===== config.mk =====
export PLATFORM = sky130hd
export DESIGN_NAME = amba3_apb_mem_slave
export DESIGN_NICKNAME = d
export VERILOG_FILES = /design/src/rtl/amba3_apb_mem_slave_pkg.sv /design/src/rtl/amba3_apb_regmem.sv /design/src/rtl/amba3_apb_mem_slave.sv
export SDC_FILE = /design/constraint.sdc
export NUM_CORES = 2
export LEC_CHECK = 0
export ABC_CLOCK_PERIOD_IN_PS = 4600
export BUFFER_PORTS_ARGS = -buffer_cell sky130_fd_sc_hd__buf_4
export CORE_MARGIN = 8
export CORE_UTILIZATION = 68
export CTS_CLUSTER_DIAMETER = 80
export DETAILED_ROUTE_END_ITERATION = 8
export PLACE_DENSITY = 0.85
export SLEW_MARGIN = 5
export SYNTH_ARGS = -nofsm -noshare
export SYNTH_HDL_FRONTEND = slang
export SYNTH_HIERARCHICAL = 1
export SYNTH_SLANG_ARGS = --single-unit

===== constraint.sdc =====
create_clock -name pclk -period 4.6 [get_ports pclk]
set_input_delay 0.69 -clock pclk [delete_from_list [all_inputs] [get_ports pclk]]
set_output_delay 0.69 -clock pclk [all_outputs]
set_load 0.01 [all_outputs]

===== src/rtl/amba3_apb_mem_slave_pkg.sv =====
// +-----------------------------------------------------------------------------+
// | pkg_amba3 : shared types and helpers for the AMBA 3 APB memory slave          |
// | Rev 1.0                                                                       |
// +-----------------------------------------------------------------------------+
`default_nettype none

package pkg_amba3;

  typedef enum logic [1:0] {
    IDLE = 2'd0,
    WAIT = 2'd1,
    RESP = 2'd2
  } st_apb_slave_e;

  // Window test done at 64 bits so an address below base never aliases into range.
  function automatic logic apb_in_range(input logic [63:0] addr,
                                        input logic [63:0] base,
                                        input logic [63:0] bytes);
    return (addr >= base) && ((addr - base) < bytes);
  endfunction

endpackage

`default_nettype wire


===== src/rtl/amba3_apb_regmem.sv =====
// +-----------------------------------------------------------------------------+
// | amba3_apb_regmem : reset-clearable word array, one write port, comb read     |
// | Rev 1.0                                                                       |
// +-----------------------------------------------------------------------------+
`default_nettype none

module amba3_apb_regmem #(
  parameter int DATA_SIZE = 32,
  parameter int MEM_DEPTH = 64
) (
  input  logic                         clk,
  input  logic                         rst,
  input  logic                         we,
  input  logic [$clog2(MEM_DEPTH)-1:0] waddr,
  input  logic [DATA_SIZE-1:0]         wdata,
  input  logic [$clog2(MEM_DEPTH)-1:0] raddr,
  output logic [DATA_SIZE-1:0]         rdata
);

  logic [DATA_SIZE-1:0] mem [MEM_DEPTH];

  always_ff @(posedge clk) begin
    if (rst) begin
      for (int i = 0; i < MEM_DEPTH; i++) begin
        mem[i] <= '0;
      end
    end else if (we) begin
      mem[waddr] <= wdata;
    end
  end

  assign rdata = mem[raddr];

endmodule

`default_nettype wire


===== src/rtl/amba3_apb_mem_slave.sv =====
// +-----------------------------------------------------------------------------+
// | amba3_apb_mem_slave : APB completer with register memory, PSLVERR decode and  |
// | sticky protocol monitor. Wait states via AMBA3_APB_MEM_SLAVE_WAIT_EN.  Rev 1.0|
// +-----------------------------------------------------------------------------+
`default_nettype none

module amba3_apb_mem_slave
  import pkg_amba3::*;
#(
  parameter int                   ADDR_SIZE   = 32,
  parameter int                   DATA_SIZE   = 32,
  parameter int                   MEM_DEPTH   = 64,
  parameter logic [ADDR_SIZE-1:0] BASE_ADDR   = 'h0000,
  parameter int                   WAIT_CYCLES = 2
) (
  input  logic                 pclk,
  input  logic                 preset,
  input  logic                 psel,
  input  logic                 penable,
  input  logic                 pwrite,
  input  logic [ADDR_SIZE-1:0] paddr,
  input  logic [DATA_SIZE-1:0] pwdata,
  output logic [DATA_SIZE-1:0] prdata,
  output logic                 pready,
  output logic                 pslverr,
  output logic                 proto_err
);

  localparam int BYTE_W    = $clog2(DATA_SIZE / 8);
  localparam int IDX_W     = $clog2(MEM_DEPTH);
  localparam int MEM_BYTES = MEM_DEPTH * DATA_SIZE / 8;

`ifdef AMBA3_APB_MEM_SLAVE_WAIT_EN
  localparam bit         WAIT_ON   = (WAIT_CYCLES > 0);
  localparam logic [3:0] WAIT_INIT = 4'((WAIT_CYCLES > 0) ? (WAIT_CYCLES - 1) : 0);
  logic [3:0] cnt;
`else
  // Evaluates false for every legal WAIT_CYCLES: transfers are always zero-wait.
  localparam bit WAIT_ON = (WAIT_CYCLES < 0);
`endif

  st_apb_slave_e state, state_nxt;

  logic [ADDR_SIZE-1:0] lat_addr;
  logic                 lat_write;
  logic [DATA_SIZE-1:0] lat_wdata;
  logic                 lat_ok;
  logic [IDX_W-1:0]     lat_idx;

  logic [ADDR_SIZE-1:0] offset;
  logic [IDX_W-1:0]     dec_idx;
  logic [IDX_W-1:0]     rd_idx;
  logic                 dec_ok;
  logic                 setup;
  logic                 complete;
  logic                 mem_we;
  logic [DATA_SIZE-1:0] mem_rdata;

  logic                 ok_nxt;
  logic                 write_nxt;
  logic                 pready_nxt;
  logic                 pslverr_nxt;
  logic [DATA_SIZE-1:0] prdata_nxt;
  logic                 viol;

  assign setup    = psel & ~penable;
  assign offset   = paddr - BASE_ADDR;
  assign dec_idx  = IDX_W'(offset >> BYTE_W);
  assign dec_ok   = apb_in_range(64'(paddr), 64'(BASE_ADDR), 64'(MEM_BYTES));
  assign complete = (state == RESP) & psel & penable;
  assign mem_we   = complete & lat_write & lat_ok;
  // In IDLE the read port follows the live address so prdata is ready on the RESP entry edge.
  assign rd_idx   = (state == IDLE) ? dec_idx : lat_idx;

  amba3_apb_regmem #(
    .DATA_SIZE (DATA_SIZE),
    .MEM_DEPTH (MEM_DEPTH)
  ) u_regmem (
    .clk   (pclk),
    .rst   (preset),
    .we    (mem_we),
    .waddr (lat_idx),
    .wdata (pwdata),
    .raddr (rd_idx),
    .rdata (mem_rdata)
  );

  always_ff @(posedge pclk) begin
    if (preset) begin
      state     <= IDLE;
      lat_addr  <= '0;
      lat_write <= 1'b0;
      lat_wdata <= '0;
      lat_ok    <= 1'b0;
      lat_idx   <= '0;
      prdata    <= '0;
      pready    <= 1'b0;
      pslverr   <= 1'b0;
      proto_err <= 1'b0;
`ifdef AMBA3_APB_MEM_SLAVE_WAIT_EN
      cnt       <= '0;
`endif
    end else begin
      state     <= state_nxt;
      prdata    <= prdata_nxt;
      pready    <= pready_nxt;
      pslverr   <= pslverr_nxt;
      proto_err <= proto_err | viol;
      if ((state == IDLE) && setup) begin
        lat_addr  <= paddr;
        lat_write <= pwrite;
        lat_wdata <= pwdata;
        lat_ok    <= dec_ok;
        lat_idx   <= dec_idx;
      end
`ifdef AMBA3_APB_MEM_SLAVE_WAIT_EN
      if ((state == IDLE) && setup) begin
        cnt <= WAIT_INIT;
      end else if ((state == WAIT) && (cnt != 4'd0)) begin
        cnt <= cnt - 4'd1;
      end
`endif
    end
  end

  always_comb begin
    state_nxt = state;
    case (state)
      IDLE: begin
        if (setup) begin
          state_nxt = WAIT_ON ? WAIT : RESP;
        end
      end
`ifdef AMBA3_APB_MEM_SLAVE_WAIT_EN
      WAIT: begin
        if (!psel) begin
          state_nxt = IDLE;
        end else if (cnt == 4'd0) begin
          state_nxt = RESP;
        end
      end
`endif
      RESP: begin
        if (!psel || penable) begin
          state_nxt = IDLE;
        end
      end
      default: state_nxt = IDLE;
    endcase
  end

  always_comb begin
    ok_nxt      = (state == IDLE) ? dec_ok : lat_ok;
    write_nxt   = (state == IDLE) ? pwrite : lat_write;
    pready_nxt  = (state_nxt == RESP);
    pslverr_nxt = pready_nxt & ~ok_nxt;
    prdata_nxt  = (pready_nxt && ok_nxt && !write_nxt) ? mem_rdata : '0;
    viol        = 1'b0;
    case (state)
      IDLE:       viol = penable;
      WAIT, RESP: viol = ~psel
                       | (paddr != lat_addr)
                       | (pwrite != lat_write)
                       | (lat_write & (pwdata != lat_wdata));
      default:    viol = 1'b0;
    endcase
  end

endmodule

`default_nettype wire


==> run metrics <==
Clock Skew approximately 0.038 ns; post-cts resize count 0; clock network power share 0.383; via count about 58,000; P&R area growth vs syn 10.0%; final WL 280 mm; nature of the critical path startpoint register; Worst VDD drop 324 uV; Final min period around 4.4 ns; GR peak layer met2; NetSw 10.1 mW; antenna violations before repair 17; DRT iter0 DRCs 9,362; Final GP Congestion around 0.94; Clock Path Buffers 3; fmax 225 MHz; Filler cells between 7,000 and 8,000; Cell Rows roughly 140; HP Class in2reg; Worst Path Required 5.38 ns; Setup Viol. Count Final 0; total CTS buffers 206; Ys Warns 6; GR Util met3 0.123; EDFF count, synth 2,048; met1 Use GR 0.464; largest net degree at the start of global routing 86; Avg Cell Area, Syn 15.2 um^2; RSZ-0062 raised after global routing false; FFs w/ async S/R, synth 0; CTS tree built; worst hold slack 0.138 ns; PnR worst setup slack 0.155 ns; # nets final 6,366; Synth Instances approximately 6,300; Synth top area share 0.637; period utilization 0.966; Setup CP Type reg2reg; Top Ports 104; drt wl/cell 33.4 um; Worst-Skew Late Latency 0.85 ns; post-CTS setup buffers 0; Die Area 154,000 um^2; Syn Std Cell Area between 90,000 and 100,000 um^2; residual DRC count 0; Post-synth top cells and2_1, edfxtp_1, mux4_2; gr usage total 0.362; Sw Ratio 0.237; first-pass GRT wire length 401 mm; Final Max Tran Viols 0; Fin. Hold Viols 0; number of global-route vias before repair 58,800; max_cap viols 0; Worst slew margin 0.0660; final core utilization 0.753; area leader, netlist edfxtp_1; PortBufs 103; Syn Nets ~6,400; Synth Register Bits 2,151; share of layout cells above drive strength 1 0.209; CORE AREA 141,000 um^2; Worst Tran Pin Value 1.39 ns; Vias/cell between 6 and 7; hold buffers post-CTS 0; Synth area leaders edfxtp_1, and2_1, mux4_2, dfxtp_1, clkbuf_1; Die H roughly 400 um; H-tree depth 4; Clock Pin Slew Worst Setup and Hold Paths 0.06 ns; status complete, no violations; count leader, synth and2_1; combinational power share 0.096; register share of total power 0.522; drt pass-1 iters 6; met2 usage 0.548; multi-input logic area 30,600 um^2; post-synthesis sequential area ratio 0.658; # clock sinks 2,151; leakage 38.5 nW; dpl hpwl 163 mm; Top FF cell, synth edfxtp_1; Register Area 63,600 um^2; R2R Setup Slk between 0.15 and 0.2 ns; GRT Residual Overflow 0; antenna-violating nets left 0; design area 106,000 um^2; pre-CTS WS 0.224 ns; width of the die slightly below 400 um; PwrDens 400 nW/um^2; critical path capture point type register; crit-path max FO 41; placed cell area 99,900 um^2; Int Power 32.5 mW; WP data arrival ~5.2 ns; initial core utilization 0.684; library cells used by synthesis 57; Clock Tree Root clkbuf_16
## logic make-up after synthesis
group	after synthesis	synth area share
buffers and inverters	636	0.0280
AND/OR/NAND/NOR	2593	0.161
AO/OA/AOI/OAI	365	0.0246
XOR/XNOR	64	0.00580
adder cells (fa/ha/maj)	3	0.000389
multiplexers	533	0.122
flip-flops	2151	0.658
## layout by cell type, fill, tap and decap left out, types with 7 or more instances in the layout
cell type / n
nor2b_1: 26
clkbuf_1: 60
and2_2: 22
nor3_1: 48
buf_4: 332
o22a_1: 19
nor2_1: 41
nor2_2: 63
dfxtp_1: 103
mux4_2: 515
nand3_1: 16
a22oi_1: 33
nand3b_1: 8
nand2b_1: 12
a221oi_1: 19
clkinv_2: 28
clkinv_1: 54
a211oi_1: 20
nor4_1: 18
nor4_2: 12
a22o_1: 15
edfxtp_1: 2048
mux2i_1: 8
nand4_1: 16
buf_12: 40
a21oi_1: 95
o22ai_1: 125
xnor2_1: 58
nand2_1: 156
or2_2: 70
o21ai_0: 21
clkbuf_8: 8
bufinv_16: 10
mux2_2: 7
and2_1: 2060
clkbuf_16: 209
## area by class of cell
| class | instances | share of cell area |
|---|---|---|
| antenna | 4 | 0.0000942 |
| clock buffer | 278 | 0.0524 |
| clock inverter | 107 | 0.00779 |
| inverter | 5 | 0.000177 |
| multi-input combinational | 3558 | 0.288 |
| sequential | 2151 | 0.598 |
| tap | 1890 | 0.0222 |
| timing repair buffer | 372 | 0.0310 |
## metal layers
layer | wire, um | vias to the layer above
met3 | 45200 | 1024
met5 | 64 | -
li1 | - | 23100
met2 | 126000 | 5149
met1 | 89000 | 28900
met4 | 19600 | 6
## worst max-delay path, cell delays in order (launching register included)
cell and delay, ns:
dfxtp_1 0.33, inv_1 0.11, ha_1 0.59, mux2_8 0.68
buf_12 0.32, buf_4 0.30, mux4_2 0.27, o22ai_1 0.15
nor4_1 1.17, o22a_1 0.25, and2_2 0.14
## worst paths after layout
| kind | from | end | cells after the start |
|---|---|---|---|
| setup / recovery | state[0] | prdata[20] | 10 |
| setup reg to reg | state[0] | prdata[20] | 10 |
| hold / removal | paddr[0] | lat_addr[0] | 3 |
| hold reg to reg | lat_addr[18] | lat_addr[18] | 2 |
## sequential cells by signal (all words and copies together) (netlist names)
signal and flops:
lat_addr 32, lat_ok 1, lat_wdata 32, lat_write 1, prdata 32, pready 1, proto_err 1, pslverr 1
state 2, u_regmem/mem 2048
## power groups by stage
stage                     Sequential, mW  Clock [mW]  Combinational (mW)
after floorplan                     22.5           0                2.27
after global placement              22.5           0                3.83
after detailed placement            22.6           0                3.89
after CTS                           22.2        16.3                3.93
after global routing                22.2        17.0                4.12
final                               22.2        16.3                4.07
## metrics by stage
step / setup TNS (ns) / cells / total power [mW]
6_report: 0 / 8365 / 42.5
5_1_grt: 0 / 8361 / 43.4
4_1_cts: 0 / 8361 / 42.5
3_5_place_dp: 0 / 7976 / 26.5
3_3_place_gp: -0.0545 / 7974 / 26.4
2_1_floorplan: 0 / 6345 / 24.8
Note: power is estimated with default switching activity, not from simulation.
